<file path="config.mk">
export PLATFORM = sky130hd
export DESIGN_NAME = mem_arbiter
export DESIGN_NICKNAME = d
export VERILOG_FILES = /design/src/rtl/cpu_types_pkg.sv /design/src/rtl/arb_watchdog.sv /design/src/rtl/mem_arbiter.sv
export SDC_FILE = /design/constraint.sdc
export NUM_CORES = 1
export LEC_CHECK = 0
export ABC_AREA = 1
export CORE_AREA = 2 2 104 106
export CTS_CLUSTER_DIAMETER = 120
export CTS_CLUSTER_SIZE = 8
export DETAILED_ROUTE_END_ITERATION = 8
export DIE_AREA = 0 0 106 108
export GPL_TIMING_DRIVEN = 0
export PLACE_DENSITY = 0.69
export SETUP_SLACK_MARGIN = 0.05
export SYNTH_ARGS = -nofsm -noshare
export SYNTH_HDL_FRONTEND = slang
export SYNTH_SLANG_ARGS = --single-unit
</file>
<file path="constraint.sdc">
create_clock -name CLK -period 2.1 [get_ports CLK]
set_input_delay 0.21 -clock CLK [delete_from_list [all_inputs] [get_ports CLK]]
set_output_delay 0.21 -clock CLK [all_outputs]
set_load 0.05 [all_outputs]
</file>
<file path="src/rtl/cpu_types_pkg.sv">
// cpu_types_pkg: shared RAM status, arbiter state and word types for the cache-to-RAM path.
package cpu_types_pkg;
    typedef logic [31:0] word_t;
    typedef enum logic [1:0] {FREE = 2'd0, BUSY = 2'd1, ACCESS = 2'd2, ERROR = 2'd3} ramstate_t;
    typedef enum logic [1:0] {IDLE = 2'd0, D_ACC = 2'd1, I_ACC = 2'd2} arb_state_t;
endpackage

</file>
<file path="src/rtl/arb_watchdog.sv">
// arb_watchdog: counts granted non-ACCESS cycles and flags when a RAM access has waited too long.
module arb_watchdog #(
    parameter int TIMEOUT_CYC = 64
) (
    input  logic clk,
    input  logic rst,
    input  logic clear,
    input  logic inc,
    output logic expire
);
    localparam int W = $clog2(TIMEOUT_CYC);
    logic [W-1:0] cnt;
    always_ff @(posedge clk)
        cnt <= (rst || clear) ? '0 : inc ? cnt + 1'b1 : cnt;
    assign expire = cnt == W'(TIMEOUT_CYC - 1);
endmodule

</file>
<file path="src/rtl/mem_arbiter.sv">
// mem_arbiter: shares one RAM port between dcache and icache, one word per grant, with a latency watchdog.
// Build option ARB_STARVE_GUARD_EN lets the icache in after STARVE_MAX back-to-back dcache words.
module mem_arbiter
    import cpu_types_pkg::*;
#(
    parameter int TIMEOUT_CYC = 64,
    parameter int STARVE_MAX  = 4
) (
    input  logic  CLK,
    input  logic  RST,
    input  logic  iREN,
    input  word_t iaddr,
    output logic  iwait,
    output word_t iload,
    input  logic  dREN,
    input  logic  dWEN,
    input  word_t daddr,
    input  word_t dstore,
    output logic  dwait,
    output word_t dload,
    output logic  ramREN,
    output logic  ramWEN,
    output word_t ramaddr,
    output word_t ramstore,
    input  word_t ramload,
    input  logic [1:0] ramstate,
    output logic  arb_err
);
    arb_state_t state;
    ramstate_t rs;
    logic d_req, access, ram_err, granted, expire, stay, fault, d_done, i_done, grant_i;
    assign rs      = ramstate_t'(ramstate);
    assign d_req   = dREN | dWEN;
    assign access  = rs == ACCESS;
    assign ram_err = rs == ERROR;
    // A grant whose client has dropped its request is no longer live
    assign granted = (state == D_ACC && d_req) || (state == I_ACC && iREN);
    assign d_done  = state == D_ACC && d_req && access;
    assign i_done  = state == I_ACC && iREN && access;
    assign stay    = granted && !access && !ram_err && !expire;
    assign fault   = (granted && (ram_err || (expire && !access))) || (state == D_ACC && dREN && dWEN);
    arb_watchdog #(.TIMEOUT_CYC(TIMEOUT_CYC)) u_wd (
        .clk   (CLK),
        .rst   (RST),
        .clear (state == IDLE),
        .inc   (granted && !access),
        .expire(expire)
    );
`ifdef ARB_STARVE_GUARD_EN
    localparam int SW = $clog2(STARVE_MAX + 1);
    localparam logic [SW-1:0] SMAX = SW'(STARVE_MAX);
    logic [SW-1:0] starve;
    always_ff @(posedge CLK)
        if (RST || !iREN || i_done) starve <= '0;
        else if (d_done && starve != SMAX) starve <= starve + 1'b1;
    assign grant_i = iREN && starve == SMAX;
`else
    assign grant_i = 1'b0;
`endif
    always_ff @(posedge CLK) begin
        if (RST) begin
            state   <= IDLE;
            arb_err <= 1'b0;
        end else begin
            if (state == IDLE)
                state <= grant_i ? I_ACC : d_req ? D_ACC : iREN ? I_ACC : IDLE;
            else if (!stay)
                state <= IDLE;
            if (fault) arb_err <= 1'b1;
        end
    end
    always_comb begin
        ramREN   = 1'b0;
        ramWEN   = 1'b0;
        ramaddr  = '0;
        ramstore = '0;
        if (state == D_ACC) begin
            ramWEN   = dWEN;
            ramREN   = dREN & ~dWEN;
            ramaddr  = daddr;
            ramstore = dstore;
        end else if (state == I_ACC) begin
            ramREN  = iREN;
            ramaddr = iaddr;
        end
    end
    assign dwait = !d_done;
    assign iwait = !i_done;
    assign dload = d_done ? ramload : '0;
    assign iload = i_done ? ramload : '0;
endmodule

</file>
==> results.yml, run 1 <==
critical_path:
  critPathRequiredTime_ps: 1890
  cp_slowest_stage_delay_ps: 430
  cp-end-kind: "output port"
  r2r_slack_ps: 700
  slowest_stage: "dfxtp_1"
  critPathLaunchType: "flip-flop"
  cp_max_fo: 10
  crit_chain: "inv_2 > nor2_4 > buf_12 > clkbuf_4 > a22o_1 > clkdlybuf4s18_2"
  critPathArrivalTime_ps: 1770
  criticalPathCategory: "flip-flop to output port"
global_routing:
  gr-total-overflow: 0
  grt_usage_pct: 16.1
  antenna_found_initial: 1
  grt_max_degree: 11
  grt_pass1_wl_microns: 14700
  grt_pass1_vias: 2880
place:
  globalplace.congestion: 0.908
  port_buffers: 267
  place_area_sq_um: 4330
  post-dp-hpwl_microns: 8550
timing:
  hold_viol_final: 0
  hold_slack_ps: 492
  rsz0062_at_grt: "no"
  final_max_slew_viol_count: 0
  period_needed_ps: 1980
  skew_ps: 5.71
  slew_headroom_pct: 64.9
  setup_viol: 0
  timing.fmax_mhz: 505
  period_share_pct: 94.2
  worstMarginPinSlew_ps: 529
synth:
  synth_nets: 425
  synth_cell_type_count: 24
  synth_flop_cell: "dfxtp_1"
  yosysTopAreaCell: "nor2_1"
  ys_ff_latch: 9
  synthDominantCellAreaShare_pct: 26.1
  synth.area.top_cells: "nor2_1, a22o_1, inv_1"
  synthTopCellsByCount: "nor2_1, inv_1, a22o_1"
  synth_edf_count: 0
  synth_seq_area_share_pct: 12.2
  synth_cells: 289
  synth.most_common_cell: "nor2_1"
  netlist_area_sq_um: 1480
  synthArstFlopShare_pct: 0
  avgSynthCellArea_sq_um: 5.12
  yosys_warnings: 0
floorplanning:
  dieArea_sq_um: 11400
  start_util_pct: 14.5
  rows: 37
  core-area_sq_um: 10200
  dieWidth_microns: 106
  ios: 268
  dieHeight_microns: 108
route:
  vias_per_cell: 4.11
  wl_per_cell_microns: 14.2
  drc_errors: 0
  dr_total_vias: 2865
  dr.pass1.iters: 4
  ant_nets: 0
  wirelength_microns: 9880
  drtIter0Drc: 192
power:
  irDropWorstVdd_mv: 0.143
  leakagePower_nw: 2.16
  p_per_area_nw_per_um2: 328
cells_and_area:
  syn_to_final_growth_pct: 174
  insertedDiodeCount: 0
  final_area_sq_um: 4050
  nets: 698
  n_fill_cell: 1120
  drive_gt1_share_pct: 27.8
clock_network:
  clk_pin_slew_worst_paths_ps: 50
  cts-root-buf: "clkbuf_8"
  htreeDepth: 1
  cts_tree: "built"
  cts_buffers: 3
  cts_sinks: 9
  clock_latency_ps: 240
  ctsHoldBuffers: 0
  clockBufferDepth: 2
job:
  max_cap_violations: 0
min_path:
  min_path_type: "flip-flop to flip-flop"
status:
  status: "complete, no violations"
-- where the power goes --
group | leakage [nW] | total, mW | internal, mW | switching, mW
Clock | 0.0228 | 0.204 | 0.133 | 0.0711
Sequential | 0.0735 | 0.181 | 0.176 | 0.00557
Combinational | 2.07 | 0.940 | 0.392 | 0.548
-- state kept, by name (all words and copies together) (netlist names) --
signal    flops
u_wd.cnt      6
arb_err       1
state         2
-- per-stage QoR --
stage                     setup slack, ps  TNS, ps  power [mW]  instances  utilization (%)
after floorplan                     -67.0     -603       0.684        289                -
after global placement               -582   -42780        1.16        692             42.3
after detailed placement             -573   -45000        1.16        692             42.3
after CTS                           -18.0    -18.0        1.32        696             39.4
after global routing                 50.3        0        1.39        697             39.6
final                                 121        0        1.33        697             39.6
-- layout make-up --
| cell class | instances | area, sq um | area share (%) |
|---|---|---|---|
| Inverter | 76 | 287 | 7.08 |
| Tap cell | 136 | 170 | 4.21 |
| Sequential cell | 9 | 181 | 4.48 |
| Multi-Input combinational cell | 188 | 971 | 24.0 |
| Buffer | 16 | 83.8 | 2.07 |
| Clock buffer | 4 | 45.0 | 1.11 |
| Timing Repair Buffer | 268 | 2310 | 57.1 |
-- cell families (layout without fill, tap and decap cells) --
kind of cell	after synthesis	in the layout	synth area share, %
XOR/XNOR	3	3	1.78
buffers and inverters	92	364	23.7
AO/OA/AOI/OAI	45	45	23.7
AND/OR/NAND/NOR	139	139	37.8
adder cells (fa/ha/maj)	1	1	0.846
flip-flops	9	9	12.2
-- metal layers --
metal,GRT usage [%],wire (microns)
met2,29.8,4860
met4,4.89,232
met3,5.36,1080
met1,17.5,3700
met5,0,13
-- final timing paths --
| check | startpoint | to | depth (start not counted) |
|---|---|---|---|
| worst max-delay path | state[0] | ramaddr[15] | 6 |
| worst min-delay path | u_wd.cnt[1] | u_wd.cnt[1] | 2 |
| worst max register to register | state[0] | u_wd.cnt[4] | 9 |
| worst min register to register | u_wd.cnt[1] | u_wd.cnt[1] | 2 |
-- worst max-delay path, delay by kind of cell, from the launching register on --
| family | cells | cell delay, ps |
|---|---|---|
| simple gates | 1 | 140 |
| buf+inv | 4 | 780 |
| flops | 1 | 430 |
| compound gates | 1 | 170 |
-- what timing repair did --
action | in CTS | in global routing
endpoints found under the setup margin | 132 | 125
endpoints found under the hold margin | 0 | 0
resized for setup | 569 | 47
setup buffers | 0 | 1
pin swaps | 0 | 1
-- layout by cell type (no fill, tap or decap), types with 2 or more instances in the layout --
cell type        instances
clkdlybuf4s15_1          2
nand2_1                 23
nand3_2                  2
nor2_4                   2
nand4_1                  4
buf_2                   74
clkbuf_8                 3
nor2_1                 102
clkbuf_1                 3
buf_4                    3
clkdlybuf4s18_2          3
clkbuf_4                23
dlygate4sd2_1            5
nand3_1                  2
o21ai_0                  2
inv_2                    3
clkbuf_2                 7
clkdlybuf4s50_1        135
clkdlybuf4s15_2         28
xor2_1                   2
inv_1                   72
dfxtp_1                  8
a21oi_1                  9
a22o_1                  32
Note: power is estimated with default switching activity, not from simulation.
==> run 2: changes to the inputs <==
- CORE_AREA: 2 2 104 106 -> 2 2 105 107
- CTS_BUF_LIST: default -> sky130_fd_sc_hd__clkbuf_4 sky130_fd_sc_hd__clkbuf_8
- DIE_AREA: 0 0 106 108 -> 0 0 107 109
- PLACE_DENSITY: 0.69 -> 0.68
==> run 2 against run 1 <==
  * Die area increased by 1.9%
  * Utilization increased by 0.10 points
  * Worst setup slack improved by 32 ps
  * Via count is 2.3% lower
  * Clock power up 4%
  * Highest routed layer is now met4
  * Routed wire length down 5.5%
  * Clock-buffer cell count stayed put
  * Sequential cell count is the same
==> results.yml, run 2 (synthesized netlist as in run 1, its figures left out) <==
status:
  status: "complete, no violations"
timing:
  hold_viol_final: 0
  slew_headroom_pct: 64.1
  period_share_pct: 92.7
  tns_ps: 0
  timing.fmax_mhz: 513
  setup_viol: 0
  final_max_slew_viol_count: 0
  worstMarginPinSlew_ps: 541
  period_needed_ps: 1950
  rsz0062_at_grt: "no"
  skew_ps: 1.92
global_routing:
  busiest_layer: "met2"
  grt_pass1_wl_microns: 13700
  gr-usage-met3_pct: 3.29
  gr-total-overflow: 0
  antenna_found_initial: 0
  use_met1_pct: 16.1
  grt_usage_pct: 14.6
  grt_pass1_vias: 2702
  met2_usage_pct: 28.6
  grt_max_degree: 11
floorplanning:
  dieWidth_microns: 107
  dieArea_sq_um: 11700
  core-area_sq_um: 10600
  dieHeight_microns: 109
  rows: 38
  ios: 268
  start_util_pct: 13.9
route:
  dr_total_vias: 2799
  dr.pass1.iters: 4
  vias_per_cell: 3.99
  drtIter0Drc: 105
  wl_per_cell_microns: 13.3
  wirelength_microns: 9340
  drc_errors: 0
  ant_nets: 0
clock_network:
  cts_tree: "built"
  clk_pin_slew_worst_paths_ps: 40
  clockBufferDepth: 2
  cts_sinks: 9
  htreeDepth: 1
  clock_latency_ps: 230
  cts-root-buf: "clkbuf_8"
  cts_buffers: 3
cells_and_area:
  syn_to_final_growth_pct: 184
  mostFrequentLayoutCells: "clkdlybuf4s50_1, nor2_1, inv_1, buf_2, clkdlybuf4s15_2"
  final_common_cell: "clkdlybuf4s50_1"
  nets: 699
  largest-register: "u_wd.cnt"
  n_fill_cell: 1153
  drive_gt1_share_pct: 28.8
  largest_register_ffs: 6
  insertedDiodeCount: 0
  biggestRegsByFlops: "u_wd.cnt: 6 flops, state: 2 flops, arb_err: 1 flops"
critical_path:
  critPathLaunchType: "flip-flop"
  cp_max_fo: 10
  criticalPathCategory: "flip-flop to output port"
  critPathArrivalTime_ps: 1740
  critPathRequiredTime_ps: 1890
  r2r_slack_ps: 680
  cp-end-kind: "output port"
power:
  leakagePower_nw: 2.16
  switchingPower_mw: 0.614
  irDropWorstVdd_mv: 0.192
  internal-power_mw: 0.727
  total_power_mw: 1.34
  switching_share_pct: 45.8
  comb_power_share_pct: 70.6
  clock_power_share_pct: 15.9
  pwr-share-seq_pct: 13.6
  p_per_area_nw_per_um2: 319
min_path:
  min_path_type: "flip-flop to flip-flop"
job:
  max_cap_violations: 0
place:
  post-dp-hpwl_microns: 8090
  port_buffers: 267
  globalplace.congestion: 0.864
run 2: final cells by class:
| cell class | instances | area, sq um | area share, % |
|---|---|---|---|
| inverters | 76 | 287 | 6.82 |
| clock buffers | 4 | 48.8 | 1.16 |
| plain buffers | 16 | 81.3 | 1.93 |
| well taps | 140 | 175 | 4.17 |
| flip-flops and latches | 9 | 183 | 4.35 |
| multi-input cells | 188 | 971 | 23.1 |
| repair buffers | 269 | 2460 | 58.5 |
run 2: timing repair:
item	4_1_cts	5_1_grt
resized for setup	536	48
buffers inserted	2	0
setup endpoints to repair	132	121
pin swaps	1	0
gates cloned	0	0
hold buffers	0	0
run 2: worst paths after layout:
| check | start | to | cells past startpoint |
|---|---|---|---|
| setup / recovery | state[0] | ramaddr[7] | 6 |
| setup reg to reg | state[0] | arb_err | 10 |
| hold reg to reg | u_wd.cnt[1] | u_wd.cnt[1] | 2 |
| hold / removal | u_wd.cnt[1] | u_wd.cnt[1] | 2 |
run 2: routing by layer:
metal / share of wire (%) / wire [microns]
met3: 8.6 / 804
met5: 0 / 0
met1: 38 / 3520
met2: 53 / 4920
met4: 1.0 / 93
run 2: through the flow:
stage	cells	hold slack, ps	setup slack [ps]	instance area [sq um]	util, %
4_1_cts	702	509	12.2	4250	40.1
3_5_place_dp	696	501	-618	4330	40.9
5_1_grt	702	529	50.6	4200	39.7
2_1_floorplan	289	279	-67.0	1480	-
3_3_place_gp	696	472	-622	4330	40.9
6_report	702	508	153	4200	39.7
run 2: power groups by stage:
stage,clock (mW),sequential (mW),combinational (mW)
detailed placement,0,0.184,0.974
CTS,0.215,0.181,0.958
finish,0.213,0.182,0.946
global placement,0,0.183,0.965
global route,0.228,0.183,0.997
floorplan,0,0.188,0.495
run 2: critical path, stage by stage, from the launching register on:
cell,delay [ps]
dfxtp_2,380
inv_2,60
nor2_4,120
buf_12,130
clkbuf_2,240
a22o_1,200
clkdlybuf4s15_2,370
